<file path="src/rtl/shift_issue_stage_pkg.sv">
// rtl/shift_issue_stage_pkg.sv - shared constants, shift-op enum and payload struct for the shift issue stage
package shift_issue_stage_pkg;

    localparam int XLEN = 64;
    localparam int SHW  = 6;

    localparam logic [6:0] OPC_OP        = 7'b0110011;
    localparam logic [6:0] OPC_OP_IMM    = 7'b0010011;
    localparam logic [6:0] OPC_OP_32     = 7'b0111011;
    localparam logic [6:0] OPC_OP_IMM_32 = 7'b0011011;

    localparam logic [2:0] F3_SLL = 3'b001;
    localparam logic [2:0] F3_SR  = 3'b101;

    localparam logic [6:0] F7_BASE = 7'b0000000;
    localparam logic [6:0] F7_ALT  = 7'b0100000;
    // RV64 immediate shifts steal bit 25 for shamt[5], leaving a 6-bit funct field
    localparam logic [5:0] F6_BASE = 6'b000000;
    localparam logic [5:0] F6_ALT  = 6'b010000;

    typedef enum logic [1:0] {
        OP_SLL = 2'b00,
        OP_SRL = 2'b01,
        OP_SRA = 2'b10
    } shift_op_e;

    typedef struct packed {
        logic [XLEN-1:0] a;
        logic [SHW-1:0]  n;
        shift_op_e       op;
        logic            word;
        logic [4:0]      rd;
        logic            illegal;
    } shift_payload_t;

endpackage

</file>
<file path="src/rtl/shift_issue_stage_if.sv">
// rtl/shift_issue_stage_if.sv - input/output handshake bundle of the shift issue stage
// master: upstream producer + downstream consumer side; slave: the stage itself.
interface shift_issue_stage_if;
    import shift_issue_stage_pkg::*;

    logic            in_valid;
    logic            in_ready;
    logic [31:0]     in_instr;
    logic [XLEN-1:0] in_rs1_data;
    logic [XLEN-1:0] in_rs2_data;

    logic            out_valid;
    logic            out_ready;
    logic [XLEN-1:0] out_a;
    logic [SHW-1:0]  out_n;
    logic [1:0]      out_op;
    logic            out_word;
    logic [4:0]      out_rd;
    logic            out_illegal;

    modport master (
        output in_valid, in_instr, in_rs1_data, in_rs2_data, out_ready,
        input  in_ready, out_valid, out_a, out_n, out_op, out_word, out_rd, out_illegal
    );

    modport slave (
        input  in_valid, in_instr, in_rs1_data, in_rs2_data, out_ready,
        output in_ready, out_valid, out_a, out_n, out_op, out_word, out_rd, out_illegal
    );

endinterface

</file>
<file path="src/rtl/shift_decode.sv">
// rtl/shift_decode.sv - combinational RV64I shift classifier: instr/rs1/rs2 -> shift payload
// Ports: instr, rs1_data, rs2_data in; payload out (a, n, op, word, rd, illegal).
module shift_decode
    import shift_issue_stage_pkg::*;
(
    input  logic [31:0]     instr,
    input  logic [XLEN-1:0] rs1_data,
    input  logic [XLEN-1:0] rs2_data,
    output shift_payload_t  payload
);

    logic [6:0] opcode;
    logic [2:0] funct3;
    logic [6:0] funct7;
    logic [5:0] funct6;
    logic       legal;
    shift_op_e  op;
    logic [SHW-1:0] n;
    logic       word;

    assign opcode = instr[6:0];
    assign funct3 = instr[14:12];
    assign funct7 = instr[31:25];
    assign funct6 = instr[31:26];

    always_comb begin
        legal = 1'b0;
        op    = OP_SLL;
        n     = '0;
        word  = 1'b0;
        unique case (opcode)
            OPC_OP, OPC_OP_32: begin
                word = (opcode == OPC_OP_32);
                n    = word ? {1'b0, rs2_data[4:0]} : rs2_data[5:0];
                if (funct3 == F3_SLL && funct7 == F7_BASE) begin
                    legal = 1'b1;
                    op    = OP_SLL;
                end else if (funct3 == F3_SR && funct7 == F7_BASE) begin
                    legal = 1'b1;
                    op    = OP_SRL;
                end else if (funct3 == F3_SR && funct7 == F7_ALT) begin
                    legal = 1'b1;
                    op    = OP_SRA;
                end
            end
            OPC_OP_IMM: begin
                n = instr[25:20];
                if (funct3 == F3_SLL && funct6 == F6_BASE) begin
                    legal = 1'b1;
                    op    = OP_SLL;
                end else if (funct3 == F3_SR && funct6 == F6_BASE) begin
                    legal = 1'b1;
                    op    = OP_SRL;
                end else if (funct3 == F3_SR && funct6 == F6_ALT) begin
                    legal = 1'b1;
                    op    = OP_SRA;
                end
            end
            OPC_OP_IMM_32: begin
                // full 7-bit funct compare rejects shamt[5]=1, which is reserved for W forms
                word = 1'b1;
                n    = {1'b0, instr[24:20]};
                if (funct3 == F3_SLL && funct7 == F7_BASE) begin
                    legal = 1'b1;
                    op    = OP_SLL;
                end else if (funct3 == F3_SR && funct7 == F7_BASE) begin
                    legal = 1'b1;
                    op    = OP_SRL;
                end else if (funct3 == F3_SR && funct7 == F7_ALT) begin
                    legal = 1'b1;
                    op    = OP_SRA;
                end
            end
            default: legal = 1'b0;
        endcase
    end

    always_comb begin
        payload.rd = instr[11:7];
        if (legal) begin
            payload.a       = rs1_data;
            payload.n       = n;
            payload.op      = op;
            payload.word    = word;
            payload.illegal = 1'b0;
        end else begin
            payload.a       = '0;
            payload.n       = '0;
            payload.op      = OP_SLL;
            payload.word    = 1'b0;
            payload.illegal = 1'b1;
        end
    end

endmodule

</file>
<file path="src/rtl/shift_issue_stage.sv">
// rtl/shift_issue_stage.sv - shift issue stage: decode, registered output with one-entry skid, issue counters
// Ports: clk, rst_n (async active-low); bus (slave modport: in_* handshake/payload, out_* handshake/payload);
// issued_count / illegal_count performance counters.
module shift_issue_stage
    import shift_issue_stage_pkg::*;
#(
    parameter int CNT_W = 32
) (
    input  logic                clk,
    input  logic                rst_n,
    shift_issue_stage_if.slave  bus,
    output logic [CNT_W-1:0]    issued_count,
    output logic [CNT_W-1:0]    illegal_count
);

    shift_payload_t dec_payload;
    shift_payload_t out_q;
    shift_payload_t skid_q;
    logic           out_valid_q;
    logic           skid_valid_q;
    logic           accept;
    logic           xfer;
    logic           out_free;

    shift_decode u_decode (
        .instr    (bus.in_instr),
        .rs1_data (bus.in_rs1_data),
        .rs2_data (bus.in_rs2_data),
        .payload  (dec_payload)
    );

    // in_ready depends only on registered state, breaking any comb path from out_ready
    assign bus.in_ready = ~skid_valid_q;
    assign accept       = bus.in_valid & ~skid_valid_q;
    assign xfer         = out_valid_q & bus.out_ready;
    assign out_free     = ~out_valid_q | bus.out_ready;

    always_ff @(posedge clk or negedge rst_n) begin
        if (!rst_n) begin
            out_valid_q  <= 1'b0;
            out_q        <= '0;
            skid_valid_q <= 1'b0;
            skid_q       <= '0;
        end else if (out_free) begin
            // skid always holds the older bundle, so it takes the output slot first;
            // accept is impossible while the skid is full
            if (skid_valid_q) begin
                out_q        <= skid_q;
                out_valid_q  <= 1'b1;
                skid_valid_q <= 1'b0;
            end else if (accept) begin
                out_q       <= dec_payload;
                out_valid_q <= 1'b1;
            end else begin
                out_valid_q <= 1'b0;
            end
        end else if (accept) begin
            skid_q       <= dec_payload;
            skid_valid_q <= 1'b1;
        end
    end

    always_ff @(posedge clk or negedge rst_n) begin
        if (!rst_n) begin
            issued_count  <= '0;
            illegal_count <= '0;
        end else if (xfer) begin
            issued_count <= issued_count + 1'b1;
            if (out_q.illegal) begin
                illegal_count <= illegal_count + 1'b1;
            end
        end
    end

    assign bus.out_valid   = out_valid_q;
    assign bus.out_a       = out_q.a;
    assign bus.out_n       = out_q.n;
    assign bus.out_op      = out_q.op;
    assign bus.out_word    = out_q.word;
    assign bus.out_rd      = out_q.rd;
    assign bus.out_illegal = out_q.illegal;

endmodule

</file>
<file path="src/flat_wrapper.sv">
// flat-port wrapper written by rule: the top's interface ports become plain ports
module shift_issue_stage_flat import shift_issue_stage_pkg::*;
#(
    parameter int CNT_W = 32
)
  (clk, rst_n, issued_count, illegal_count, bus_in_valid, bus_in_instr, bus_in_rs1_data, bus_in_rs2_data, bus_out_ready, bus_in_ready, bus_out_valid, bus_out_a, bus_out_n, bus_out_op, bus_out_word, bus_out_rd, bus_out_illegal);
  shift_issue_stage_if bus_i ();
  input  logic clk;
  input  logic rst_n;
  output logic [CNT_W-1:0] issued_count;
  output logic [CNT_W-1:0] illegal_count;
  input wire logic [$bits(bus_i.in_valid)-1:0] bus_in_valid;
  input wire logic [$bits(bus_i.in_instr)-1:0] bus_in_instr;
  input wire logic [$bits(bus_i.in_rs1_data)-1:0] bus_in_rs1_data;
  input wire logic [$bits(bus_i.in_rs2_data)-1:0] bus_in_rs2_data;
  input wire logic [$bits(bus_i.out_ready)-1:0] bus_out_ready;
  output wire logic [$bits(bus_i.in_ready)-1:0] bus_in_ready;
  output wire logic [$bits(bus_i.out_valid)-1:0] bus_out_valid;
  output wire logic [$bits(bus_i.out_a)-1:0] bus_out_a;
  output wire logic [$bits(bus_i.out_n)-1:0] bus_out_n;
  output wire logic [$bits(bus_i.out_op)-1:0] bus_out_op;
  output wire logic [$bits(bus_i.out_word)-1:0] bus_out_word;
  output wire logic [$bits(bus_i.out_rd)-1:0] bus_out_rd;
  output wire logic [$bits(bus_i.out_illegal)-1:0] bus_out_illegal;
  assign bus_i.in_valid = bus_in_valid;
  assign bus_i.in_instr = bus_in_instr;
  assign bus_i.in_rs1_data = bus_in_rs1_data;
  assign bus_i.in_rs2_data = bus_in_rs2_data;
  assign bus_i.out_ready = bus_out_ready;
  assign bus_in_ready = bus_i.in_ready;
  assign bus_out_valid = bus_i.out_valid;
  assign bus_out_a = bus_i.out_a;
  assign bus_out_n = bus_i.out_n;
  assign bus_out_op = bus_i.out_op;
  assign bus_out_word = bus_i.out_word;
  assign bus_out_rd = bus_i.out_rd;
  assign bus_out_illegal = bus_i.out_illegal;
  shift_issue_stage #(.CNT_W(CNT_W)) u_core (.clk(clk), .rst_n(rst_n), .bus(bus_i), .issued_count(issued_count), .illegal_count(illegal_count));
endmodule
</file>
<file path="config.mk">
export PLATFORM = sky130hd
export DESIGN_NAME = shift_issue_stage_flat
export DESIGN_NICKNAME = d
export VERILOG_FILES = /design/src/rtl/shift_issue_stage_pkg.sv /design/src/rtl/shift_issue_stage_if.sv /design/src/rtl/shift_decode.sv /design/src/rtl/shift_issue_stage.sv /design/src/flat_wrapper.sv
export SDC_FILE = /design/constraint.sdc
export NUM_CORES = 1
export LEC_CHECK = 0
export ABC_CLOCK_PERIOD_IN_PS = 3500
export BUFFER_PORTS_ARGS = -buffer_cell sky130_fd_sc_hd__buf_2
export CORE_MARGIN = 2
export CORE_UTILIZATION = 56
export DETAILED_ROUTE_END_ITERATION = 8
export HOLD_SLACK_MARGIN = 0.12
export PLACE_DENSITY_LB_ADDON = 0.12
export SLEW_MARGIN = 20
export SYNTH_ARGS = -nofsm -noshare
export SYNTH_HDL_FRONTEND = slang
export SYNTH_HIERARCHICAL = 1
export SYNTH_SLANG_ARGS = --single-unit
export TNS_END_PERCENT = 5
</file>
<file path="constraint.sdc">
create_clock -name clk -period 3.5 [get_ports clk]
set_input_delay 0.175 -clock clk [delete_from_list [all_inputs] [get_ports clk]]
set_output_delay 0.175 -clock clk [all_outputs]
set_load 0.05 [all_outputs]
</file>
==> impl_metrics.toml <==
[outcome]
outcome = "completed"

[sta]
worstMarginPinSlew_ns = 1.04
fin_tns_setup_ns = 0
period_share_pct = 65.8
fmax_mhz = 434
rsz0062_at_grt = "false"
setup_violations = 0
slew_headroom_pct = 30.2
final-max-slew-violation-count = 0
clock_skew_ns = 0.00962
layout_min_cycle_time_ns = 2.30
timing_hold_violations_final = 0

[grt]
antenna_found_initial = 0
gr-total-overflow = 0
grt_util_all_layers_pct = 24.4
grt_pass1_vias = 7929
grt_pass1_wl_um = 39300
grt_max_degree = 85

[clocking]
max-clock-path-buffers = 3
clk_latency_ns = 0.51
postCtsResizedCells = 0
root_buffer = "clkbuf_16"
htreeDepth = 1
cts_sinks = 224
path_clk_slew_ns = 0.06
cts_buffers = 24
cts_tree = "built"

[worst_setup_path]
r2r_end = "u_core/bus.out_a[1]"
crit_path_end = "u_core/bus.out_a[1]"
startpoint = "u_core/skid_valid_q"
r2r_cells = 5
reg2reg_slack_ns = 1.20
crit_arrival_ns = 2.72
critPathMaxFanout = 76
cp_common_cell = "nor2_1"
critPathLaunchType = "register"
worst_ep_required_time_ns = 3.92
slowest_stage = "dfrtp_4"
r2r-start = "u_core/skid_valid_q"
crit_chain = "nor2_1, nor2b_4, buf_4, nor2_1, a21oi_1"
cp-end-kind = "register"
slowest_delay_ns = 0.88
critPathKind = "reg -> reg"

[yosys]
yosys_most_used_dff = "dfrtp_1"
synth.cell_area_um2 = 10300
syn_avg_cell_area_um2 = 11.6
yosysSeqAreaShare_pct = 54.5
yosys_warnings = 6
syn_inst = 885
ys_ff_latch = 224
ys_types = 41
synth_fp_nets = 1051
async_flop_share_pct = 100
synth_edf_count = 0

[final_layout]
fin_nets = 1346
area_growth_pct = 27.5
layout_commonest_cell = "buf_2"
nFillCells = 1318
drive_above_1_share_pct = 32.0
n_antenna_cell = 0
layout_common_cells = "buf_2 (244), dfrtp_1 (223), nor2_1 (91), a21oi_1 (79), mux2i_1 (79)"
seq_area_um2 = 5610
post-route-util_pct = 72.9
multi_input_area_um2 = 4330

[run]
maxCapViolCount = 0

[detailed_routing]
drtIter0Drc = 356
ant_nets = 0
first_pass_iters = 6
drcViolationCount = 0
drt_wl_total_um = 23600
wl_per_cell_um = 16.6
via_count = 7792
viasPerCell = 5.47

[power_and_ir_drop]
finalPower_w = 0.00705
p_int_w = 0.00469
combPwrFrac_pct = 23.2
p_per_area_nw_per_um2 = 538
seqPwrFrac_pct = 42.7
peakVddDrop_v = 0.000606
switching_share_pct = 33.5
switching_power_w = 0.00236
power.leakage_nw = 6.61
clockPowerShare_pct = 34.1

[floorplanning]
start_util_pct = 57.2
fp.dieW_um = 139
core_area_um2 = 18000
boundaryPins = 309
rows = 49
dieHeight_um = 139
dieArea_um2 = 19500

[placed_design]
gp_congestion = 0.779
io_buffers = 245
dpl.hpwl_um = 14400

[worst_hold_path]
hold_class = "in -> reg"
==> sequential cells by signal, summed over array words and instances, names as in the netlist <==
| name | count |
|---|---|
| u_core/skid_valid_q | 1 |
| u_core/bus.out_n | 6 |
| u_core/bus.out_word | 1 |
| u_core/bus.out_valid | 1 |
| u_core/illegal_count | 32 |
| u_core/skid_q | 79 |
| u_core/bus.out_a | 64 |
| u_core/issued_count | 32 |
| u_core/bus.out_rd | 5 |
| u_core/bus.out_op | 2 |
| u_core/bus.out_illegal | 1 |
==> worst min-delay path by stage <==
stage | from | to | cells after the start
2_1_floorplan | rst_n | u_core/bus.out_a[0] | 0
3_3_place_gp | rst_n | u_core/illegal_count[29] | 1
3_5_place_dp | rst_n | u_core/illegal_count[29] | 1
4_1_cts | bus_in_instr[14] | u_core/skid_q[8] | 3
5_1_grt | bus_in_instr[14] | u_core/skid_q[8] | 3
6_report | bus_in_instr[14] | u_core/skid_q[8] | 3
==> cells in the mapped netlist (all sizes together) (4+ instances only) <==
cell | n | share of area (%)
a21oi | 79 | 3.8
and3 | 81 | 5.1
and4 | 7 | 0.62
buf | 42 | 2.6
clkbuf | 18 | 0.66
dfrtp | 224 | 55
inv | 4 | 0.15
mux2 | 86 | 9.4
mux2i | 79 | 7.7
nand2 | 29 | 1.1
nand3 | 23 | 1.2
nand4 | 22 | 1.3
nor2 | 91 | 3.3
nor3 | 7 | 0.34
nor4 | 11 | 1.0
xnor2 | 43 | 3.7
xor2 | 19 | 1.6
==> area by class of cell <==
cell class / instances / share of cell area, %
repair buffers: 329 / 16.0
clock buffers: 39 / 5.64
flip-flops and latches: 224 / 42.8
well taps: 229 / 2.19
multi-input cells: 597 / 33.1
clock inverters: 3 / 0.115
inverters: 4 / 0.115
==> power groups by stage <==
| stage | sequential (W) | combinational, W | clock [W] |
|---|---|---|---|
| 6_report | 0.00301 | 0.00164 | 0.00240 |
| 3_5_place_dp | 0.00305 | 0.00157 | 0 |
| 3_3_place_gp | 0.00304 | 0.00155 | 0 |
| 5_1_grt | 0.00304 | 0.00174 | 0.00258 |
| 4_1_cts | 0.00300 | 0.00164 | 0.00247 |
| 2_1_floorplan | 0.00375 | 0.000404 | 0 |
==> cell families (layout without fill, tap and decap cells) <==
kind of cell             count (synthesis)  after routing  share of synthesized area (%)
AND/OR/NAND/NOR                        287            287                           15.4
flip-flops                             224            224                           54.5
multiplexers                           165            165                           17.1
AO/OA/AOI/OAI                           81             81                           3.98
buffers and inverters                   64            375                           3.45
XOR/XNOR                                62             62                           5.28
adder cells (fa/ha/maj)                  2              2                          0.243
==> per-stage QoR <==
stage               setup WS [ns]  hold WS, ns  instances  cell area, um2
floorplan                    1.41       -0.121        885           10300
global placement             1.30        0.220       1309           11600
detailed placement           1.24        0.221       1309           11600
CTS                          1.21        0.130       1425           13100
global route                 1.00        0.162       1425           13100
finish                       1.20        0.157       1425           13100
==> layer usage <==
metal / vias to the layer above / wire (um) / GRT usage, %
met5: - / 0 / 0
met4: 0 / 643 / 7.60
met3: 48 / 1490 / 4.89
met2: 245 / 11200 / 40.0
met1: 3789 / 10300 / 33.0
li1: 3710 / - / -
==> worst max-delay path, delay by kind of cell (launching register included) <==
family                 cells  cell delay, ns
AND/OR/NAND/NOR            3            0.49
AO/OA/AOI/OAI              1            0.18
flip-flops                 1            0.88
buffers and inverters      1            0.60
==> timing repair <==
action	in CTS	in global routing
endpoints found under the hold margin	175	0
setup buffers	0	0
hold buffers	74	0
Note: power is estimated with default switching activity, not from simulation.
